### config.mk
export PLATFORM = sky130hd
export DESIGN_NAME = bp_me_burst_stream_arbiter
export DESIGN_NICKNAME = d
export VERILOG_FILES = /design/src/rtl/bp_me_pkg.sv /design/src/rtl/bp_me_rr_pick.sv /design/src/rtl/bp_me_burst_stream_arbiter.sv
export SDC_FILE = /design/constraint.sdc
export NUM_CORES = 1
export LEC_CHECK = 0
export BUFFER_PORTS_ARGS = -buffer_cell sky130_fd_sc_hd__buf_4
export CAP_MARGIN = 20
export CORE_AREA = 2 2 152 154
export DETAILED_ROUTE_END_ITERATION = 7
export DIE_AREA = 0 0 154 156
export SLEW_MARGIN = 20
export SYNTH_ARGS = -nofsm -noshare
export SYNTH_HDL_FRONTEND = slang
export SYNTH_SLANG_ARGS = --single-unit
### constraint.sdc
create_clock -name clk_i -period 2.1 [get_ports clk_i]
set_clock_uncertainty 0.1 [all_clocks]
set_input_delay 0.42 -clock clk_i [delete_from_list [all_inputs] [get_ports clk_i]]
set_output_delay 0.42 -clock clk_i [all_outputs]
set_load 0.03 [all_outputs]
### src/rtl/bp_me_pkg.sv
// Shared definitions for the BedRock burst-stream ME blocks: FSM state codes,
// burst header base layout, and the beat-count helper.
package bp_me_pkg;

   localparam int msg_type_width_lp  = 4;
   localparam int msg_size_width_lp  = 3;
   localparam int paddr_width_lp     = 40;
   localparam int msg_type_values_lp = 1 << msg_type_width_lp;
   localparam int msg_size_lsb_lp    = msg_type_width_lp;

   localparam logic [0:0] e_header = 1'b0;
   localparam logic [0:0] e_data   = 1'b1;

   // Header = {payload, base}; msg_type sits in the LSBs so field offsets
   // do not depend on the payload width.
   typedef struct packed {
      logic [paddr_width_lp-1:0]    addr;
      logic [msg_size_width_lp-1:0] size;
      logic [msg_type_width_lp-1:0] msg_type;
   } bp_bedrock_burst_hdr_base_s;

   localparam int hdr_base_width_lp = $bits(bp_bedrock_burst_hdr_base_s);

   // Beats in a message of 2**size bytes: at least one, capped at a full block.
   function automatic int bp_me_nbeats(input logic [msg_size_width_lp-1:0] size,
                                       input int data_bytes,
                                       input int max_beats);
      int bytes;
      int beats;
      bytes = 1 << size;
      beats = bytes / data_bytes;
      if (beats < 1)
         beats = 1;
      if (beats > max_beats)
         beats = max_beats;
      return beats;
   endfunction

endpackage

### src/rtl/bp_me_rr_pick.sv
// Rotating-priority picker: first requester at or above the pointer, wrapping.
module bp_me_rr_pick
   import bp_me_pkg::*;
 #(parameter  int num_inputs_p = 2
  ,localparam int ptr_width_lp = (num_inputs_p > 1) ? $clog2(num_inputs_p) : 1
  )
  (input  logic [num_inputs_p-1:0] reqs_i
  ,input  logic [ptr_width_lp-1:0] ptr_i
  ,output logic [num_inputs_p-1:0] grant_oh_o
  ,output logic [ptr_width_lp-1:0] grant_idx_o
  ,output logic                    v_o
  );

   int                      idx;
   logic [ptr_width_lp-1:0] sel;
   logic                    found;

   always_comb begin
      grant_oh_o  = '0;
      grant_idx_o = '0;
      found       = 1'b0;
      idx         = 0;
      sel         = '0;
      for (int k = 0; k < num_inputs_p; k++) begin
         idx = (int'(ptr_i) + k) % num_inputs_p;
         sel = ptr_width_lp'(idx);
         if (!found && reqs_i[sel]) begin
            found            = 1'b1;
            grant_oh_o[sel]  = 1'b1;
            grant_idx_o      = sel;
         end
      end
   end

   assign v_o = |reqs_i;

endmodule

### src/rtl/bp_me_burst_stream_arbiter.sv
// Round-robin arbiter sharing one BedRock burst link among several burst masters;
// the grant is held from header handshake through the last data beat.
module bp_me_burst_stream_arbiter
   import bp_me_pkg::*;
 #(parameter  int                             num_inputs_p      = 2
  ,parameter  int                             data_width_p      = 64
  ,parameter  int                             cce_block_width_p = 512
  ,parameter  int                             payload_width_p   = 16
  ,parameter  logic [msg_type_values_lp-1:0]  payload_mask_p    = '0
  ,localparam int                             hdr_width_lp      = payload_width_p + hdr_base_width_lp
  )
  (input  logic                                   clk_i
  ,input  logic                                   reset_i

  ,input  logic [num_inputs_p*hdr_width_lp-1:0]   msg_header_i
  ,input  logic [num_inputs_p-1:0]                msg_header_v_i
  ,output logic [num_inputs_p-1:0]                msg_header_ready_and_o
  ,input  logic [num_inputs_p*data_width_p-1:0]   msg_data_i
  ,input  logic [num_inputs_p-1:0]                msg_data_v_i
  ,output logic [num_inputs_p-1:0]                msg_data_ready_and_o

  ,output logic [hdr_width_lp-1:0]                msg_header_o
  ,output logic                                   msg_header_v_o
  ,input  logic                                   msg_header_ready_and_i
  ,output logic [data_width_p-1:0]                msg_data_o
  ,output logic                                   msg_data_v_o
  ,input  logic                                   msg_data_ready_and_i
  );

   localparam int ptr_width_lp   = (num_inputs_p > 1) ? $clog2(num_inputs_p) : 1;
   localparam int max_beats_lp   = cce_block_width_p / data_width_p;
   localparam int beats_width_lp = $clog2(max_beats_lp + 1);

   logic [0:0]                   state_r;
   logic [ptr_width_lp-1:0]      rr_ptr_r, rr_next, grant_r, pick_idx;
   logic [beats_width_lp-1:0]    beats_r;
   logic [num_inputs_p-1:0]      pick_oh;
   logic                         pick_v;
   logic                         in_header, in_data;
   logic                         hdr_hs, data_hs, has_data;
   logic [msg_type_width_lp-1:0] pick_type;
   logic [msg_size_width_lp-1:0] pick_size;

   bp_me_rr_pick
    #(.num_inputs_p(num_inputs_p))
    pick
     (.reqs_i      (msg_header_v_i)
     ,.ptr_i       (rr_ptr_r)
     ,.grant_oh_o  (pick_oh)
     ,.grant_idx_o (pick_idx)
     ,.v_o         (pick_v)
     );

   // Reset gates every valid and ready so nothing handshakes while the link is held.
   assign in_header = ~reset_i & (state_r == e_header);
   assign in_data   = ~reset_i & (state_r == e_data);

   assign msg_header_o           = msg_header_i[pick_idx*hdr_width_lp +: hdr_width_lp];
   assign msg_header_v_o         = in_header & pick_v;
   assign msg_header_ready_and_o = in_header ? (pick_oh & {num_inputs_p{msg_header_ready_and_i}}) : '0;

   assign msg_data_o             = msg_data_i[grant_r*data_width_p +: data_width_p];
   assign msg_data_v_o           = in_data & msg_data_v_i[grant_r];
   assign msg_data_ready_and_o   = in_data ? ({{(num_inputs_p-1){1'b0}}, msg_data_ready_and_i} << grant_r) : '0;

   assign hdr_hs    = msg_header_v_o & msg_header_ready_and_i;
   assign data_hs   = msg_data_v_o & msg_data_ready_and_i;
   assign pick_type = msg_header_o[msg_type_width_lp-1:0];
   assign pick_size = msg_header_o[msg_size_lsb_lp +: msg_size_width_lp];
   assign has_data  = payload_mask_p[pick_type];

   always_comb begin
      rr_next = '0;
      if (pick_idx != ptr_width_lp'(num_inputs_p - 1))
         rr_next = pick_idx + ptr_width_lp'(1);
   end

   always_ff @(posedge clk_i or posedge reset_i) begin
      if (reset_i) begin
         state_r  <= e_header;
         rr_ptr_r <= '0;
         grant_r  <= '0;
         beats_r  <= '0;
      end else if (hdr_hs) begin
         rr_ptr_r <= rr_next;
         grant_r  <= pick_idx;
         if (has_data) begin
            beats_r <= beats_width_lp'(bp_me_nbeats(pick_size, data_width_p / 8, max_beats_lp));
            state_r <= e_data;
         end
      end else if (data_hs) begin
         beats_r <= beats_r - beats_width_lp'(1);
         if (beats_r == beats_width_lp'(1))
            state_r <= e_header;
      end
   end

endmodule

# [Yosys cells after proc, flatten, opt, wreduce, memory -nomap -nowiden]
# Memories as Yosys holds them, arrays and structs flattened.
# Index checks and enable logic that the tools add are counted.
[totals] mem_count=1 out_inout_bits=133 romBits=16 input_bits=262 elab_cells=75 register_bits=7
[op_classes] magnitude_cmp=8 reduce_logical=10 shift=4 n_addsub=4 eq_ne=2 mux=30 multipliers=1 bitwise=11
[memory_table] memory="(name not given)" words=16 width=1 rd=1 rd_ports_with_merged_regs=0 write_ports=0 line="bp_me_burst_stream_arbiter.sv:70" source="assign has_data = payload_mask_p[pick_type];"
[ops] operator="$shiftx A128 B8 Y64" n=1
[ops] operator="$shiftx A126 B8 Y63" n=1
[ops] operator="$mux W32" n=3
[ops] operator="$add A32 B1 Y32" n=1
[ops] operator="$gt A32 B5 Y1 const B" n=1
[ops] operator="$lt A32 B2 Y1 const B" n=1
[ops] operator="$shl A1 B3 Y32 const A" n=1
[ops] operator="$mux W1" n=17
[ops] operator="$mux W4" n=4
[ops] operator="$mux W2" n=4
[ops] operator="$and A1 B1 Y1" n=7
[ops] operator="$mul A1 B6 Y7 const B" n=1
[ops] operator="$lt A1 B2 Y1 const B" n=3
[ops] operator="$lt A4 B5 Y1 const B" n=1
[ops] operator="$eq A4 B1 Y1 const B" n=1
[ops] operator="$reduce_bool A2 Y1" n=2
[ops] operator="$sub A4 B1 Y4 const B" n=1
[ops] operator="$logic_and A1 B1 Y1" n=3
[ops] operator="$reduce_and A3 Y1" n=1
[ops] operator="$reduce_or A3 Y1" n=1
[ops] operator="$add A1 B1 Y1 const B" n=2
[ops] operator="$and A2 B2 Y2" n=1
[ops] operator="$demux W1 S1" n=2
[ops] operator="$ge A1 B1 Y1 const B" n=2
[ops] operator="7 further kinds" n=8

# [Longest topological paths before layout]
[logic_depth] ltp_word=20 ltp_mapped=5

# [By module]
# Synthesis repeated with hierarchy kept, for this count alone.
[hier_totals] cells_unflattened=184 area_unflattened_um2=1978.1
[modules_own_cells] mod="bp_me_burst_stream_arbiter" area_each_um2=1945.6 n_inst=1 cells_each=179
[modules_own_cells] mod="bp_me_rr_pick" area_each_um2=32.5 n_inst=1 cells_each=5

# [Least setup slack after synthesis]
# OpenSTA, ideal clock, no wires.
[synth_path] path_type="input to output" start="in msg_header_v_i[0]" end="out msg_header_ready_and_o[0]" cell_stages=5 arrival_ns=1.456 slack_ns=0.124 required_ns=1.580 cell_sequence="inv_1 -> o21ai_1 -> buf_4 -> buf_4 -> nor2b_1"
[synth_between] elab_chain_cells=8 elab_cells_between_ends=12
[synth_lines] element="from (decl)" line="bp_me_burst_stream_arbiter.sv:16" source=",input logic [num_inputs_p-1:0] msg_header_v_i"
[synth_lines] element="$mux W1 (not written as such) (2 in a row)" line="bp_me_rr_pick.sv:27" source="if (!found && reqs_i[sel]) begin"
[synth_lines] element="$mux W1" line="bp_me_rr_pick.sv:27"
[synth_lines] element="$logic_not A1 Y1" line="bp_me_rr_pick.sv:27"
[synth_lines] element="$logic_and A1 B1 Y1" line="bp_me_rr_pick.sv:27"
[synth_lines] element="$mux W2 *" line="bp_me_rr_pick.sv:27"
[synth_lines] element="$and A2 B2 Y2 *" line="bp_me_burst_stream_arbiter.sv:60" source="assign msg_header_ready_and_o = in_header ? (pick_oh & {num_inputs_p{msg_header_ready_and_i}}) : '0;"
[synth_lines] element="$mux W2 *" line="bp_me_burst_stream_arbiter.sv:60"
[synth_lines] element="to (decl)" line="bp_me_burst_stream_arbiter.sv:17" source=",output logic [num_inputs_p-1:0] msg_header_ready_and_o"
# Every way passes the cells marked *; elsewhere a longest branch is shown, timed or not. The select of a mux whose other input is x is not followed.

# [Worst setup path in the final report]
[layout_path] start="reg rr_ptr_r" end="out msg_header_o[2]"
[layout_between] elab_chain_cells=8 elab_cells_between_ends=12
[layout_lines] element="from (decl)" line="bp_me_burst_stream_arbiter.sv:35" source="logic [ptr_width_lp-1:0] rr_ptr_r, rr_next, grant_r, pick_idx;"
[layout_lines] element="from (signal assigned)" line="bp_me_burst_stream_arbiter.sv:85" source="rr_ptr_r <= rr_next;"
[layout_lines] element="$mux W1 (not written as such) (2 in a row)" line="bp_me_rr_pick.sv:27"
[layout_lines] element="$mux W1" line="bp_me_rr_pick.sv:27"
[layout_lines] element="$logic_not A1 Y1" line="bp_me_rr_pick.sv:27"
[layout_lines] element="$logic_and A1 B1 Y1" line="bp_me_rr_pick.sv:27"
[layout_lines] element="$mux W1 *" line="bp_me_rr_pick.sv:27"
[layout_lines] element="$mul A1 B6 Y7 *" line="bp_me_burst_stream_arbiter.sv:58" source="assign msg_header_o = msg_header_i[pick_idx*hdr_width_lp +: hdr_width_lp];"
[layout_lines] element="$shiftx A126 B8 Y63 *" line="bp_me_burst_stream_arbiter.sv:58"
[layout_lines] element="to (decl)" line="bp_me_burst_stream_arbiter.sv:22" source=",output logic [hdr_width_lp-1:0] msg_header_o"
# Marks and branches as above.

==> results.yml <==
clocking:
  cts_tree: "yes"
  path_clk_slew_ps: 40
  cts_hold_buf: 0
  cts.sinks: 7
  cts_max_level: 1
  clk_latency_ps: 230
  cts_made_buffers: 3
  clock_path_buffers: 2
  cts_root_buf: "clkbuf_16"
job:
  max_cap_viol_count: 0
logic_synthesis:
  syn-num-nets: 443
  synth_largest_area_cell: "mux2_2"
  avgSynthCellArea_um2: 10.7
  syn_area_mm2: 0.00191
  yosysWarnings: 0
  synth_top_area_share_pct: 57.8
  ys_ff_latch: 7
  synth.lib_cells_used.distinct: 21
  seq_area_frac_synth_pct: 9.17
  synth.area.top_cells: "mux2_2, mux2_1, dfrtp_1"
  synthCells: 179
timing:
  setup_viol: 62
  max_freq_mhz: 449
  finalHoldViolCount: 0
  tightestPinTransition_ps: 220
  slew_viol_final: 0
  relSlewSlack_pct: 85.3
  finalCritPeriodShare_pct: 106
  period_needed_ps: 2230
  worst_slack_ps: -126
  rsz0062_at_grt: "true"
floorplanning:
  num_io_pins: 395
  die_h_um: 156
  start_util_pct: 8.54
  die_w_um: 154
  coreArea_mm2: 0.0224
  dieArea_mm2: 0.0240
  rows: 55
power_and_ir_drop:
  finalPower_mw: 3.19
  power.density_mw_per_mm2: 524
  ir_drop_v: 0.000204
  p_leak_nw: 3.20
finish:
  drive_gt1_share_pct: 95.1
  fin_area_mm2: 0.00609
  n_antenna_cell: 0
  fin_util_pct: 27.2
  layout_commonest_cell: "buf_4"
  fill_cells: 2394
  layout_common_cells: "buf_4, mux2_2, buf_6"
  finalNetCount: 856
  syn2layout_area_growth_pct: 219
route:
  highest_layer: "met4"
  via_per_inst: 3.62
  firstDrtPassIters: 4
  wl_met3_um: 1480
  wl_met2_um: 8030
  wl_per_cell_um: 16.9
  wirelength_met1_um: 5300
  drcViolationCount: 0
  wl_um: 14800
  vias: 3171
  drt-initial-drc-count: 79
  ant_nets: 0
worst_setup_path:
  critPathKind: "flop to output port"
  cp.arrival_ps: 1710
  required_ps: 1580
  path_max_fanout: 8
  end_kind: "output port"
  crit_path_start_kind: "flop"
global_routing:
  grt_pass1_wl_um: 19500
  grt_max_degree: 36
  grt_pass1_vias: 3303
  grt_use_total_pct: 10.7
  antenna_found_initial: 0
  gr-total-overflow: 0
hold_path:
  hold_path_class: "primary input to async pin"
placed_design:
  portBuffers: 394
  place_congestion: 0.752
  dp_hpwl_um: 12900
  post_dp_cell_area_mm2: 0.00533
  place_ws_ps: -54.9
outcome:
  violations: "negative setup slack"
  status: "finished with violations"
## metal layers
metal	GRT usage (%)	up-vias
li1	-	1490
met1	11.7	1445
met2	21.4	234
met3	2.69	2
met4	1.07	0
met5	0	-
## cells by family after synthesis
family                     synth area share (%)
adders and majority gates                  1.31
buffers and inverters                      5.18
xor gates and xnor gates                   1.38
and+or+nand+nor                            4.78
muxes                                      77.3
DFF                                        9.17
AOI/OAI and AO/OA                         0.852
## through the flow
stage | hold WS [ps] | TNS, ps | cells
global route | 37.5 | -8020 | 876
finish | 16.8 | -4800 | 876
CTS | 25.3 | -6150 | 871
global placement | 253 | -408 | 862
floorplan | 137 | 0 | 179
detailed placement | 268 | -184 | 862
## where the power goes
group	internal [mW]	leakage (nW)	total, mW	switching [mW]
registers	0.145	0.0816	0.152	0.00706
logic	1.39	3.08	2.71	1.32
clock network	0.253	0.0382	0.327	0.0744
## registers in the layout (all words and copies together), names as in the netlist
signal,count
beats_r,4
grant_r,1
rr_ptr_r,1
state_r,1
## Yosys cell counts
library cell / count
nor2_1: 4
nor2b_1: 1
nand3_1: 3
o21ai_1: 1
dfrtp_1: 7
nor3_1: 2
inv_1: 5
and3_2: 1
xnor2_1: 3
buf_4: 4
a21boi_2: 1
mux2_1: 30
buf_2: 10
mux2i_1: 2
and2_1: 1
ha_1: 2
nor3b_1: 1
mux2_4: 1
mux2_2: 98
or4b_4: 1
and3b_2: 1
## worst max-delay path, cell delays in order (launching register included)
cell and delay [ps]:
dfrtp_1 400, o21ai_4 240, buf_12 190, clkbuf_16 170
mux2_4 310, buf_6 140
## path summary, 6_finish.rpt
path / start / to / slack (ps) / cells after the start
max: rr_ptr_r$_DFFE_PP0P_ / msg_header_o[2] / -130 / 5
min: reset_i / state_r$_DFFE_PP0P_ / 20 / 2
max reg2reg: state_r$_DFFE_PP0P_ / rr_ptr_r$_DFFE_PP0P_ / 420 / 3
min reg2reg: beats_r[3]$_DFFE_PP0P_ / beats_r[3]$_DFFE_PP0P_ / 380 / 1
max in group asynchronous: reset_i / grant_r$_DFFE_PP0P_ / 1550 / 3
min in group clk_i: beats_r[3]$_DFFE_PP0P_ / beats_r[3]$_DFFE_PP0P_ / 380 / 1
## layout make-up
cell class	instances	area (µm²)	area share [%]
Clock buffer	4	78.8	1.29
Inverter	5	18.8	0.308
Multi-Input combinational cell	153	1890	31.1
Sequential cell	7	176	2.90
Tap cell	285	357	5.85
Timing Repair Buffer	422	3570	58.6
## what timing repair did
item,4_1_cts,5_1_grt
cloned,1,1
buffers inserted,4,5
gates resized for setup,111,42
endpoints found under the setup margin,110,65
pin swaps,2,2
Note: power is estimated with default switching activity, not from simulation.
